`src/rtl/riviera_pkg.sv`:
```
// Shared load/store definitions: access-unit encoding, load FSM states and the
// alignment rule used by both the load and store paths.
package riviera_pkg;

  typedef enum logic [1:0] {
    B  = 2'd0,
    HW = 2'd1,
    W  = 2'd2,
    DW = 2'd3
  } mem_unit_t;

  typedef enum logic [2:0] {
    ST_IDLE  = 3'd0,
    ST_REQ   = 3'd1,
    ST_WAIT  = 3'd2,
    ST_RESP  = 3'd3,
    ST_ERR   = 3'd4,
    ST_REQ2  = 3'd5,
    ST_WAIT2 = 3'd6
  } ld_state_t;

  // True exactly when the access would run past the end of its 8-byte line.
  function automatic logic is_misaligned(input mem_unit_t unit, input logic [2:0] off);
    case (unit)
      HW:      return off == 3'd7;
      W:       return off >= 3'd5;
      DW:      return off != 3'd0;
      default: return 1'b0;
    endcase
  endfunction

endpackage

```
`src/rtl/dm_load_extender.sv`:
```
// Combinational field extract + sign/zero extend of a load from one or two
// consecutive 64-bit DM lines.
module dm_load_extender
  import riviera_pkg::*;
#(
  parameter int XLEN = 64
) (
  input  logic [63:0]     line_lo,
  input  logic [63:0]     line_hi,
  input  logic [2:0]      off,
  input  mem_unit_t       unit,
  input  logic            is_unsigned,
  output logic [XLEN-1:0] result
);

  logic [63:0] f;

  assign f = 64'({line_hi, line_lo} >> {off, 3'b000});

  always_comb begin
    result = '0;
    case (unit)
      B:       result = {{(XLEN-8){~is_unsigned & f[7]}}, f[7:0]};
      HW:      result = {{(XLEN-16){~is_unsigned & f[15]}}, f[15:0]};
      W:       result = {{(XLEN-32){~is_unsigned & f[31]}}, f[31:0]};
      default: result = XLEN'(f);
    endcase
  end

endmodule

```
`src/rtl/dm_load_controller.sv`:
```
// MEM-stage load controller: one load per transaction over a req/gnt + rvalid DM port.
// MISALIGNED_SPLIT_EN: line-crossing loads are split into two line reads instead of ERR.
module dm_load_controller
  import riviera_pkg::*;
#(
  parameter int XLEN   = 64,
  parameter int ADDR_W = 64,
  parameter int REG_W  = 5
) (
  input  logic              clk,
  input  logic              rst_n,
  input  logic              i_ld_valid,
  output logic              o_ld_ready,
  input  logic [ADDR_W-1:0] i_ld_addr,
  input  logic [1:0]        i_ld_unit,
  input  logic              i_ld_unsigned,
  input  logic [REG_W-1:0]  i_ld_rd,
  output logic              o_dm_req,
  output logic [ADDR_W-1:0] o_dm_addr,
  input  logic              i_dm_gnt,
  input  logic              i_dm_rvalid,
  input  logic [63:0]       i_dm_rdata,
  output logic              o_wb_valid,
  output logic [XLEN-1:0]   o_wb_data,
  output logic [REG_W-1:0]  o_wb_rd,
  output logic              o_staller,
  output logic              o_miss_aligned_error
);

  ld_state_t        state;
  logic [2:0]       off_q;
  mem_unit_t        unit_q;
  logic             uns_q;
  logic [REG_W-1:0] rd_q;
  logic [63:0]      ext_lo, ext_hi;
  logic [XLEN-1:0]  ext_data;
  logic             accept, misal;

  assign o_ld_ready = (state == ST_IDLE);
  assign o_staller  = (state != ST_IDLE) | i_ld_valid;
  assign accept     = i_ld_valid & o_ld_ready;
  assign misal      = is_misaligned(mem_unit_t'(i_ld_unit), i_ld_addr[2:0]);

`ifdef MISALIGNED_SPLIT_EN
  logic [63:0] line0_q;
  logic        split_q;

  // The second read returns the upper line; the first one is already latched.
  assign ext_lo = (state == ST_WAIT2) ? line0_q : i_dm_rdata;
  assign ext_hi = (state == ST_WAIT2) ? i_dm_rdata : 64'd0;
  assign o_miss_aligned_error = 1'b0;
`else
  logic err_q;

  assign ext_lo = i_dm_rdata;
  assign ext_hi = 64'd0;
  assign o_miss_aligned_error = err_q;
`endif

  dm_load_extender #(.XLEN(XLEN)) u_ext (
    .line_lo     (ext_lo),
    .line_hi     (ext_hi),
    .off         (off_q),
    .unit        (unit_q),
    .is_unsigned (uns_q),
    .result      (ext_data)
  );

  always_ff @(posedge clk or negedge rst_n) begin
    if (!rst_n) begin
      state      <= ST_IDLE;
      off_q      <= '0;
      unit_q     <= B;
      uns_q      <= 1'b0;
      rd_q       <= '0;
      o_dm_req   <= 1'b0;
      o_dm_addr  <= '0;
      o_wb_valid <= 1'b0;
      o_wb_data  <= '0;
      o_wb_rd    <= '0;
`ifdef MISALIGNED_SPLIT_EN
      line0_q    <= '0;
      split_q    <= 1'b0;
`else
      err_q      <= 1'b0;
`endif
    end else begin
      o_wb_valid <= 1'b0;
`ifndef MISALIGNED_SPLIT_EN
      err_q      <= 1'b0;
`endif
      case (state)
        ST_IDLE: begin
          if (accept) begin
            off_q  <= i_ld_addr[2:0];
            unit_q <= mem_unit_t'(i_ld_unit);
            uns_q  <= i_ld_unsigned;
            rd_q   <= i_ld_rd;
`ifdef MISALIGNED_SPLIT_EN
            split_q   <= misal;
            state     <= ST_REQ;
            o_dm_req  <= 1'b1;
            o_dm_addr <= {i_ld_addr[ADDR_W-1:3], 3'b000};
`else
            if (misal) begin
              state <= ST_ERR;
              err_q <= 1'b1;
            end else begin
              state     <= ST_REQ;
              o_dm_req  <= 1'b1;
              o_dm_addr <= {i_ld_addr[ADDR_W-1:3], 3'b000};
            end
`endif
          end
        end
        ST_REQ: begin
          if (i_dm_gnt) begin
            o_dm_req <= 1'b0;
            state    <= ST_WAIT;
          end
        end
`ifdef MISALIGNED_SPLIT_EN
        ST_WAIT: begin
          if (i_dm_rvalid) begin
            if (split_q) begin
              line0_q   <= i_dm_rdata;
              o_dm_addr <= o_dm_addr + ADDR_W'(8);
              o_dm_req  <= 1'b1;
              state     <= ST_REQ2;
            end else begin
              o_wb_valid <= 1'b1;
              o_wb_data  <= ext_data;
              o_wb_rd    <= rd_q;
              state      <= ST_RESP;
            end
          end
        end
        ST_REQ2: begin
          if (i_dm_gnt) begin
            o_dm_req <= 1'b0;
            state    <= ST_WAIT2;
          end
        end
        ST_WAIT2: begin
          if (i_dm_rvalid) begin
            o_wb_valid <= 1'b1;
            o_wb_data  <= ext_data;
            o_wb_rd    <= rd_q;
            state      <= ST_RESP;
          end
        end
`else
        ST_WAIT: begin
          if (i_dm_rvalid) begin
            o_wb_valid <= 1'b1;
            o_wb_data  <= ext_data;
            o_wb_rd    <= rd_q;
            state      <= ST_RESP;
          end
        end
`endif
        ST_RESP, ST_ERR: state <= ST_IDLE;
        default:         state <= ST_IDLE;
      endcase
    end
  end

endmodule
```
`config.mk`:
```
export PLATFORM = sky130hd
export DESIGN_NAME = dm_load_controller
export DESIGN_NICKNAME = d
export VERILOG_FILES = /design/src/rtl/riviera_pkg.sv /design/src/rtl/dm_load_extender.sv /design/src/rtl/dm_load_controller.sv
export SDC_FILE = /design/constraint.sdc
export NUM_CORES = 1
export LEC_CHECK = 0
export CORE_AREA = 4 4 129 131
export DETAILED_ROUTE_END_ITERATION = 6
export DIE_AREA = 0 0 133 135
export MAX_ROUTING_LAYER = met4
export PLACE_DENSITY = 0.85
export SYNTH_ARGS = -nofsm -noshare
export SYNTH_HDL_FRONTEND = slang
export SYNTH_SLANG_ARGS = --single-unit
export TNS_END_PERCENT = 5
```
`constraint.sdc`:
```
create_clock -name clk -period 4.6 [get_ports clk]
set_clock_uncertainty 0.15 [all_clocks]
set_input_delay 0.92 -clock clk [delete_from_list [all_inputs] [get_ports clk]]
set_output_delay 0.92 -clock clk [all_outputs]
set_load 0.03 [all_outputs]
```
# --- Word-level counts from Yosys, hierarchy flattened ---
# Cells that the tools add are included.
classes:
  mux: 16
  eq_ne: 12
  reduce_logical: 10
  n_bitwise: 7
  n_lt_le_gt_ge: 1
  n_shift: 1
ops:
  columns: ["cell", "count"]
  rows:
  - ["$pmux 64 s3", 1]
  - ["$shr 64x6->64", 1]
  - ["$mux 3", 4]
  - ["$pmux 3 s3", 1]
  - ["$mux 1", 8]
  - ["$eq 2x2->1 const B", 3]
  - ["$ne 2x2->1 const B", 3]
  - ["$reduce_and 3->1", 2]
  - ["$reduce_bool 3->1", 2]
  - ["$and 1x1->1", 4]
  - ["$eq 2x1->1 const B", 2]
  - ["$reduce_and 2->1", 2]
  - ["$reduce_and 4->1", 1]
  - ["$eq 3x1->1 const B", 1]
  - ["$eq 3x2->1 const B", 1]
  - ["$eq 3x3->1 const B", 1]
  - ["$ge 3x3->1 const B", 1]
  - ["$logic_not 3->1", 1]
  - ["$pmux 1 s3", 1]
  - ["$logic_not 2->1", 1]
  - ["$ne 2x1->1 const B", 1]
  - ["$not 1->1", 2]
  - ["$pmux 1 s2", 1]
  - ["$reduce_bool 2->1", 1]
  - ["$or 1x1->1", 1]
word_totals:
  ff_bits: 147
  inputBits: 141
  out_inout_bits: 138

# --- Depth between registers and ports, before layout ---
depth:
  ltp_word: 5
  mapped_depth: 8
  depth_no_buf: 5

# --- By module ---
# Synthesis repeated with hierarchy kept, for this count alone.
unflattened:
  cells_unflattened: 660
  hier_area_um2: 9163.8
by_module_without_submodules:
  columns: ["mod", "cells_per_inst", "instances", "area_each_um2", "seq_area_each_um2"]
  rows:
  - ["dm_load_controller", 358, 1, 5590.4, 3678.5]
  - ["dm_load_extender", 302, 1, 3573.4, 0.0]

# --- Worst setup path before layout ---
# No wires, ideal clock.
synth_timing:
  path_type: "flip-flop to output port"
  startpoint: "reg state[0]"
  endpoint: "out o_staller"
  path_buffers: 0
  arrival_ns: 1.597
  path_stages_with_launch: 3
  path_slack_ns: 1.933
  cell_sequence: "dfrtp_1 -> nor3_1 -> nand2b_1"
synth_between:
  elab_chain_cells: 2
synth_rtl:
  columns: ["element", "line", "rtl"]
  rows:
  - ["start, declared", "dm_load_controller.sv:30", "ld_state_t state;"]
  - ["start signal, assigned", "dm_load_controller.sv:71", "state <= ST_IDLE;"]
  - ["start signal, assigned", "dm_load_controller.sv:106", "state <= ST_ERR;"]
  - ["start signal, assigned", "dm_load_controller.sv:109", "state <= ST_REQ;"]
  - ["$reduce_bool 3->1", "dm_load_controller.sv:40", "assign o_staller = (state != ST_IDLE) | i_ld_valid;"]
  - ["$or 1x1->1", "dm_load_controller.sv:40", null]
  - ["end, declared", "dm_load_controller.sv:26", "output logic o_staller,"]
# Every way passes these cells.

# --- Worst setup path after layout ---
layout_timing:
  startpoint: "in i_ld_valid"
  endpoint: "out o_staller"
layout_between:
  elab_chain_cells: 1
layout_rtl:
  columns: ["element", "line", "rtl"]
  rows:
  - ["start, declared", "dm_load_controller.sv:12", "input logic i_ld_valid,"]
  - ["$or 1x1->1", "dm_load_controller.sv:40", null]
# Every way passes these cells.

==> metrics.csv <==
metric;value;unit
outcome;finished clean;
met3 WL post-DR;1428;um
IO Count;279;
M1 WL;9748;um
Synth top area share;0.5005;
routed wl met2;11480;um
P&R area growth vs syn;46.19;%
final max-slew violation count;0;
XOR/XNOR Fraction of Synth Area;0;
Post-CTS Setup Inserts;0;
PnR worst setup slack;1.324;ns
I/O Buffers;275;
Static Leak;4.489;nW
VDD IR max;0.4130;mV
number of flops mapped to enable cells by yosys;0;
relative slew slack;0.1762;
Worst Path Arrival;2.21;ns
Vias;6331;
register area share after synthesis;0.5005;
hold crit path type;reg -> reg;
critical path class;in -> out;
initial antenna violation count;0;
clock sinks;147;
Die W;133;um
Setup-failing EPs final;0;
Mapped Area;0.007350;mm2
clk buf depth;2;
TritonCTS clock tree;built;
drc violations;0;
Critical Path End Type;output pin;
maximum fanout along the worst path;3;
Avg Synthesized Cell Area;11.07;um2
H-tree depth;4;
Total Routed Length;23330;um
Required @ worst endpoint;3.53;ns
Sum Neg Setup Slack;0;ns
grt ovf;0;
fmax;0.3053;GHz
Wirelength per Cell;20.46;um
DRT iter0 DRCs;554;
clock latency on the worst-skew pair;0.42;ns
antenna viol nets, final;0;
drt pass-1 iters;7;
largest cells by area after synthesis;dfrtp_1, mux2_2, mux2i_1;
#FFs+latches synth;147;
Least-Margin Pin Slew;1.233;ns
asr flop ratio synth;1.000;
pin count of the biggest net entering global routing;92;
Netlist cell types;42;
final hold viol count;0;
Mapped Cells;664;
Clock Pin Slew Worst Setup and Hold Paths;0.06;ns
max-cap violation count;0;
min cycle time layout;3.276;ns
Global Route Usage Sum;0.2640;
period utilization;0.7121;
Starting Density;0.4712;
PD cells;805.8;mW/mm2
CTS Buf Count;17;
hold_buf cts;0;
Ant. Diodes;0;
Site Rows;46;
Die ar.;0.01796;mm2
Post-Synth Simple-Gate Area;0.1032;
first-pass GRT wire length;35690;um
ys flop type;dfrtp_1;
Synthesis Warnings;0;
vias in the first global route;6236;
Synth Area in Compound Gates;0.1168;
post-synth top area cell;dfrtp_1;
DP HPWL;17070;um
max layer used;met4;
Via density;5.554;
CTS Root Cell;clkbuf_16;
post-synthesis adder-cell area fraction;0;
post-CTS sizing;0;
multiplexer share of the synthesized area;0.2382;
core area;0.01560;mm2
Chip Height;135;um
Worst Setup Start Kind;input port;
RSZ-0062 raised after global routing;false;
Placement Setup Slack;1.184;ns
Final nets;1052;
share of cells above drive strength 1;0.1472;
GP Congestion;0.9116;
largest family of logic cells by synthesized area;multiplexers;
[worst paths after layout]
| kind | startpoint | to | slack (ns) | depth (start not counted) |
|---|---|---|---|---|
| setup / recovery | i_ld_valid | o_staller | 1.32 | 3 |
| hold / removal | rd_q[2] | o_wb_rd[2] | 0.32 | 2 |
| setup reg to reg | off_q[0] | o_wb_data[33] | 1.37 | 5 |
| hold reg to reg | rd_q[2] | o_wb_rd[2] | 0.32 | 2 |
| max in group asynchronous | rst_n | o_wb_data[16] | 2.94 | 2 |
| min in group asynchronous | rst_n | o_dm_addr[39] | 0.40 | 1 |
[cells by family after synthesis]
logic type | Yosys count
AND/OR/NAND/NOR | 170
multiplexers | 154
flip-flops | 147
AO/OA/AOI/OAI | 132
buffers and inverters | 60
other | 1
[where the power goes]
part           switching [mW]  internal [mW]  total [mW]  leakage, nW
Clock                   0.594          0.756        1.35        0.266
Combinational            2.60           2.14        4.74         2.51
Sequential              0.626           1.95        2.57         1.71
[metrics by stage]
stage	cells	hold WS (ns)	power [mW]	cell area (um2)	utilization
floorplan	666	0.2848	5.404	7357	-
global placement	1108	0.2959	7.196	10170	0.6523
detailed placement	1108	0.3011	7.295	10170	0.6523
CTS	1140	0.3166	8.682	10740	0.6888
global route	1140	0.3300	9.087	10740	0.6888
finish	1140	0.3183	8.658	10740	0.6888
[sequential cells by signal, indices dropped and copies added (netlist names)]
name and count:
state 3, unit_q 2, rd_q 5, o_miss_aligned_error 1, o_wb_data 64, off_q 3
o_wb_valid 1, o_dm_req 1, uns_q 1, o_dm_addr 61, o_wb_rd 5
[synth_stat cells (3+ instances only)]
library cell / n
a21oi_1: 33
buf_6: 3
nor2_1: 98
o22a_1: 7
mux2i_1: 68
buf_4: 5
mux4_2: 9
a211oi_1: 8
a211o_1: 8
nand2b_1: 16
dfrtp_1: 147
nand2_1: 32
o211ai_1: 3
nor2b_1: 9
a31oi_1: 60
mux2_2: 77
clkbuf_1: 21
buf_2: 27
[critical path: stages]
cell and delay, ns:
clkdlybuf4s50_1 0.50, nand2b_1 0.11, clkdlybuf4s50_1 0.67
[area by class of cell]
| cell class | count | area [um2] |
|---|---|---|
| clock buffers | 17 | 425.4 |
| multi-input cells | 459 | 3390 |
| inverters | 2 | 7.507 |
| flip-flops and latches | 147 | 3685 |
| fillers | 1181 | 4853 |
| clock inverters | 15 | 145.1 |
| repair buffers | 284 | 2821 |
| well taps | 216 | 270.3 |
[cell usage in the layout, fill, tap and decap left out, types with 2 or more instances in the layout]
cell | synthesis | routed
dfrtp_2 | 0 | 2
clkbuf_16 | 0 | 17
a31oi_1 | 60 | 60
clkinvlp_4 | 0 | 5
a211o_1 | 8 | 8
nor2b_1 | 9 | 9
nand3b_1 | 2 | 2
conb_1 | 1 | 3
a32oi_1 | 2 | 2
a41oi_1 | 2 | 2
dfrtp_1 | 147 | 144
o21ai_0 | 2 | 2
nand2b_1 | 16 | 16
nor2_1 | 98 | 98
mux2i_1 | 68 | 68
and2_1 | 2 | 2
a21boi_0 | 2 | 2
o211ai_1 | 3 | 3
nand2_1 | 32 | 32
mux4_2 | 9 | 9
clkdlybuf4s50_1 | 0 | 274
a211oi_1 | 8 | 8
inv_6 | 0 | 6
nand4b_1 | 2 | 2
a21oi_1 | 33 | 33
mux2_2 | 77 | 77
buf_4 | 5 | 9
o22a_1 | 7 | 7
[routing by layer]
metal,vias up,GRT usage
met5,-,-
met3,45,0.05328
li1,2892,-
met2,298,0.4018
met1,3096,0.3541
met4,0,0.09527
Power figures use the tool's default switching activity.
==> edit 1: new RTL, same settings <==
Encoding of `ld_state_t`: now Gray code (3 bits for 7 states).
--- a/src/rtl/riviera_pkg.sv
+++ b/src/rtl/riviera_pkg.sv
@@ -12,9 +12,9 @@
   typedef enum logic [2:0] {
-    ST_IDLE  = 3'd0,
-    ST_REQ   = 3'd1,
-    ST_WAIT  = 3'd2,
-    ST_RESP  = 3'd3,
-    ST_ERR   = 3'd4,
-    ST_REQ2  = 3'd5,
-    ST_WAIT2 = 3'd6
+    ST_IDLE  = 3'b000,
+    ST_REQ   = 3'b001,
+    ST_WAIT  = 3'b011,
+    ST_RESP  = 3'b010,
+    ST_ERR   = 3'b110,
+    ST_REQ2  = 3'b111,
+    ST_WAIT2 = 3'b101
   } ld_state_t;
Check against the original RTL: same outputs for any inputs over 4 cycles, from zero or initial values and one cycle with rst_n low; so few cycles prove little.
==> edit 1 against the unedited design <==
- sequential cell count unchanged
- worst setup slack better by 0.016 ns
- synthesized area rose by 2.0%
- power is 4.0% higher
- register-to-register slack gained 0.37 ns
- utilization increased by 1.8 points
- die area did not move
- wire length grew 2.1%
- design area is 2.6% higher
- largest power group unchanged
==> edit 1: results (changes against the unedited design) <==
stage,metric,value,unit,change
power_and_ir_drop,power.leakage,4.42,nW,was 4.49 nW
outcome,status,"finished, final reports clean",,unchanged
placement,dpl.hpwl,17400,um,was 17100 um
route,met3WireLength,1910,um,was 1430 um
critical_path,r2r_start,off_q[1]$_DFFE_PN0P_,,was off_q[0]$_DFFE_PN0P_
route,finalWirelength,23800,um,was 23300 um
layout,bufAreaShareNonClock,0.261,,was 0.263
power_and_ir_drop,irDropWorstVdd,545,uV,was 413 uV
layout,multi_input_area,3530,um2,was 3390 um2
layout,layout.non_clock_buffers,288,,was 284
layout,inverters,5,,was 2
power_and_ir_drop,p_seq_frac,0.276,,was 0.297
layout,seq_share,0.334,,was 0.343
critical_path,arrival,2.19,ns,was 2.21 ns
synth,ys_top_cells_by_count,"dfrtp_1, nand2_1, mux2_2, nor2_1, a31oi_1",,"was dfrtp_1, nor2_1, mux2_2, mux2i_1, a31oi_1"
layout,clock_buffers,20,,was 17
layout,seq_cell_count,147,,unchanged
grt,grt_use_met1,0.343,,was 0.354
layout,nFillCells,1136,,was 1181
synth,yosysSeqAreaShare,0.491,,was 0.501
timing,slew-limit-headroom,0.334,,was 0.176
grt,met2_usage,0.443,,was 0.402
route,via_per_inst,5.62,,was 5.55
power_and_ir_drop,p_per_area,816,nW/um2,was 806 nW/um2
synth,synth.distinct_cells,51,,was 42
grt,grt_pass1_vias,6423,,was 6236
grt,grtUsageMet3,0.0596,,was 0.0533
power_and_ir_drop,p_int,5.07,mW,was 4.84 mW
grt,grt_pass1_wl,36700,um,was 35700 um
critical_path,reg2reg_setup_slack,1.74,ns,was 1.37 ns
placement,place_ws,1.30,ns,was 1.18 ns
grt,grt_max_degree,82,,was 92
layout,finalNetCount,1069,,was 1052
critical_path,reg2reg_depth,6,,was 5
hold_path,min_to,o_wb_rd[3]$_DFFE_PN0P_,,was o_wb_rd[2]$_DFFE_PN0P_
grt,grtUsageTotal,0.271,,was 0.264
power_and_ir_drop,clkPwrFrac,0.170,,was 0.156
hold_path,min-delay-start,rd_q[3]$_DFFE_PN0P_,,was rd_q[2]$_DFFE_PN0P_
## edit 1: changes by cell type in the layout (fill, tap and decap cells not counted), sizes merged, moves of 7 or more
cell | unedited run | this run
a21oi | 33 | 26
nand2b | 16 | 6
mux2 | 77 | 87
mux2i | 68 | 35
o21ai | 3 | 19
o22a | 7 | 0
nand2 | 32 | 88
nor2 | 98 | 70
a31oi | 60 | 52
## edit 1: how the worst max path moves through the flow
stage	slack (ns)	from	endpoint
6_report	1.34	i_ld_valid	o_staller
5_1_grt	1.30	i_ld_valid	o_staller
4_1_cts	1.33	i_ld_valid	o_staller
3_5_place_dp	1.30	i_ld_unit[0]	o_dm_addr[20]$_DFFE_PN0P_
3_3_place_gp	1.34	i_ld_valid	o_staller
2_1_floorplan	1.90	state[0]$_DFFE_PN0P_	o_staller
## edit 1: logic make-up after synthesis
family | after synthesis | share of synthesized area
buf+inv | 57 | 0.0397
flops | 147 | 0.491
other cells | 1 | 0.000500
mux | 137 | 0.223
simple gates | 194 | 0.114
compound gates | 135 | 0.132
==> edit 2: new RTL, config.mk and constraints unchanged <==
Made on the original files. Change the parameter `ADDR_W` from 64 to 72.
--- a/src/rtl/dm_load_controller.sv
+++ b/src/rtl/dm_load_controller.sv
@@ -6,3 +6,3 @@
   parameter int XLEN   = 64,
-  parameter int ADDR_W = 64,
+  parameter int ADDR_W = 72,
   parameter int REG_W  = 5
Ports: changed (resized i_ld_addr and o_dm_addr); port bits go from 279 to 295. No check against the original RTL was run, so the function may have changed too.
==> edit 2 against the unedited design <==
- register-to-register slack improved by 0.35 ns
- fmax fell by 0.92%
- worst setup slack got worse by 0.031 ns
- power up 3.7%
- sequential cell count up 8
- synthesized area rose by 2.1%
- critical path type unchanged
- wire length grew 9.1%
- synthesized cell count grew 3.5%
- design area rose by 3.5%
- largest power group unchanged
==> edit 2: results (changes against the unedited design) <==
stage,metric,value,unit,change
clock_tree,tritoncts.num_buffers,17,,unchanged
synth,ys_top_cells_by_count,"dfrtp_1, mux2_2, nor2_1, a21oi_1, nand2_1",,"was dfrtp_1, nor2_1, mux2_2, mux2i_1, a31oi_1"
grt,grtUsageTotal,0.291,,was 0.264
placement,dpl.hpwl,18800,um,was 17100 um
grt,grt_pass1_vias,6790,,was 6236
route,wl_per_cell,21.4,um,was 20.5 um
route,drtIter0Drc,572,,was 554
synth,ys_top_cells_by_area,"dfrtp_1, mux2_2, mux2i_1",,unchanged
power_and_ir_drop,power.leakage,4.59,nW,was 4.49 nW
synth,yosysSeqAreaShare,0.517,,was 0.501
placement,portBuffers,291,,was 275
synth,synth.distinct_cells,40,,was 42
critical_path,arrival,2.24,ns,was 2.21 ns
synth,yosysWarnings,0,,unchanged
clock_tree,clockRootBuffer,clkbuf_16,,unchanged
grt,grt_max_degree,108,,was 92
route,dr.pass1.iters,5,,was 7
grt,antenna_found_initial,2,,was 0
clock_tree,clk_latency,0.43,ns,
outcome,status,"finished, final reports clean",,unchanged
clock_tree,clock_path_buffers,2,,unchanged
placement,place_ws,1.20,ns,was 1.18 ns
layout,drive_gt1_frac,0.155,,was 0.147
clock_tree,cts_setup_buffers,0,,unchanged
route,via_per_inst,5.65,,was 5.55
grt,grt_pass1_wl,38700,um,was 35700 um
layout,reg_top3,"o_dm_addr (69), o_wb_data (64)",,"was o_wb_data (64), o_dm_addr (61)"
timing,slew_viol_final,0,,unchanged
clock_tree,clkTransAtPathRegs,0.06,ns,about the same
layout,finalNetCount,1105,,was 1052
timing,tightest_slew,1.09,ns,was 1.23 ns
clock_tree,cts.htree.levels,4,,unchanged
power_and_ir_drop,irDropWorstVdd,455,uV,was 413 uV
placement,gp_congestion,0.907,,was 0.912
## edit 2: cell types whose count changed after synthesis, sizes merged, moves of 12 or more
cell	delta
a21oi	+32
a211oi	+15
mux2i	-31
nand2	+12
mux2	+16
a31oi	-36
nor2	-31
## edit 2: worst paths after layout
kind                                           start                         to  slack (ns)  cells past startpoint
worst min-delay path             rd_q[3]$_DFFE_PN0P_     o_wb_rd[3]$_DFFE_PN0P_        0.32                      2
max in group asynchronous                      rst_n     o_wb_rd[0]$_DFFE_PN0P_        2.86                      2
worst max-delay path                      i_ld_valid                  o_staller        1.29                      3
min in group asynchronous                      rst_n  o_wb_data[37]$_DFFE_PN0P_        0.49                      1
worst max register to register  off_q[0]$_DFFE_PN0P_  o_wb_data[54]$_DFFE_PN0P_        1.72                      6
worst min register to register   rd_q[3]$_DFFE_PN0P_     o_wb_rd[3]$_DFFE_PN0P_        0.32                      2
## edit 2: cell families (layout without fill, tap and decap cells)
kind of cell	after synthesis	in the layout	synth area share
AO/OA/AOI/OAI	173	173	0.150
buffers and inverters	60	340	0.0375
flip-flops	155	155	0.517
multiplexers	131	131	0.192
other	1	5	0.000500
AND/OR/NAND/NOR	167	167	0.104
## edit 2: cell type report
class / count / area, um2
repair buffers: 305 / 3030
well taps: 216 / 270
inverters: 3 / 11.3
multi-input cells: 474 / 3370
flip-flops and latches: 155 / 3880
diodes: 2 / 5.00
clock buffers: 19 / 433
clock inverters: 13 / 121
fillers: 1126 / 4470
## edit 2: per-layer routing
metal,track usage,vias to the layer above,share of wire
met1,0.338,3239,0.37
met2,0.481,379,0.50
met3,0.0928,62,0.10
met4,0.0999,0,0.032
li1,-,3025,-
met5,-,-,0
## edit 2: per-stage QoR
stage | utilization | area (um2) | cells | power, mW | hold slack, ns
global placement | 0.677 | 10600 | 1153 | 7.52 | 0.295
finish | 0.713 | 11100 | 1187 | 8.98 | 0.319
global route | 0.713 | 11100 | 1187 | 9.42 | 0.334
CTS | 0.713 | 11100 | 1185 | 8.99 | 0.323
floorplan | - | 7510 | 689 | 5.59 | 0.285
detailed placement | 0.677 | 10600 | 1153 | 7.63 | 0.307
## edit 2: power breakdown
| part | leakage (nW) | switching (mW) | internal [mW] | total (mW) |
|---|---|---|---|---|
| Clock | 0.261 | 0.585 | 0.747 | 1.33 |
| Sequential | 1.83 | 0.430 | 2.05 | 2.48 |
| Combinational | 2.49 | 3.01 | 2.16 | 5.17 |
## edit 2: worst max-delay path, stage by stage
cell and delay, ns:
clkdlybuf4s50_1 0.51, nand2b_1 0.13, clkdlybuf4s50_1 0.67
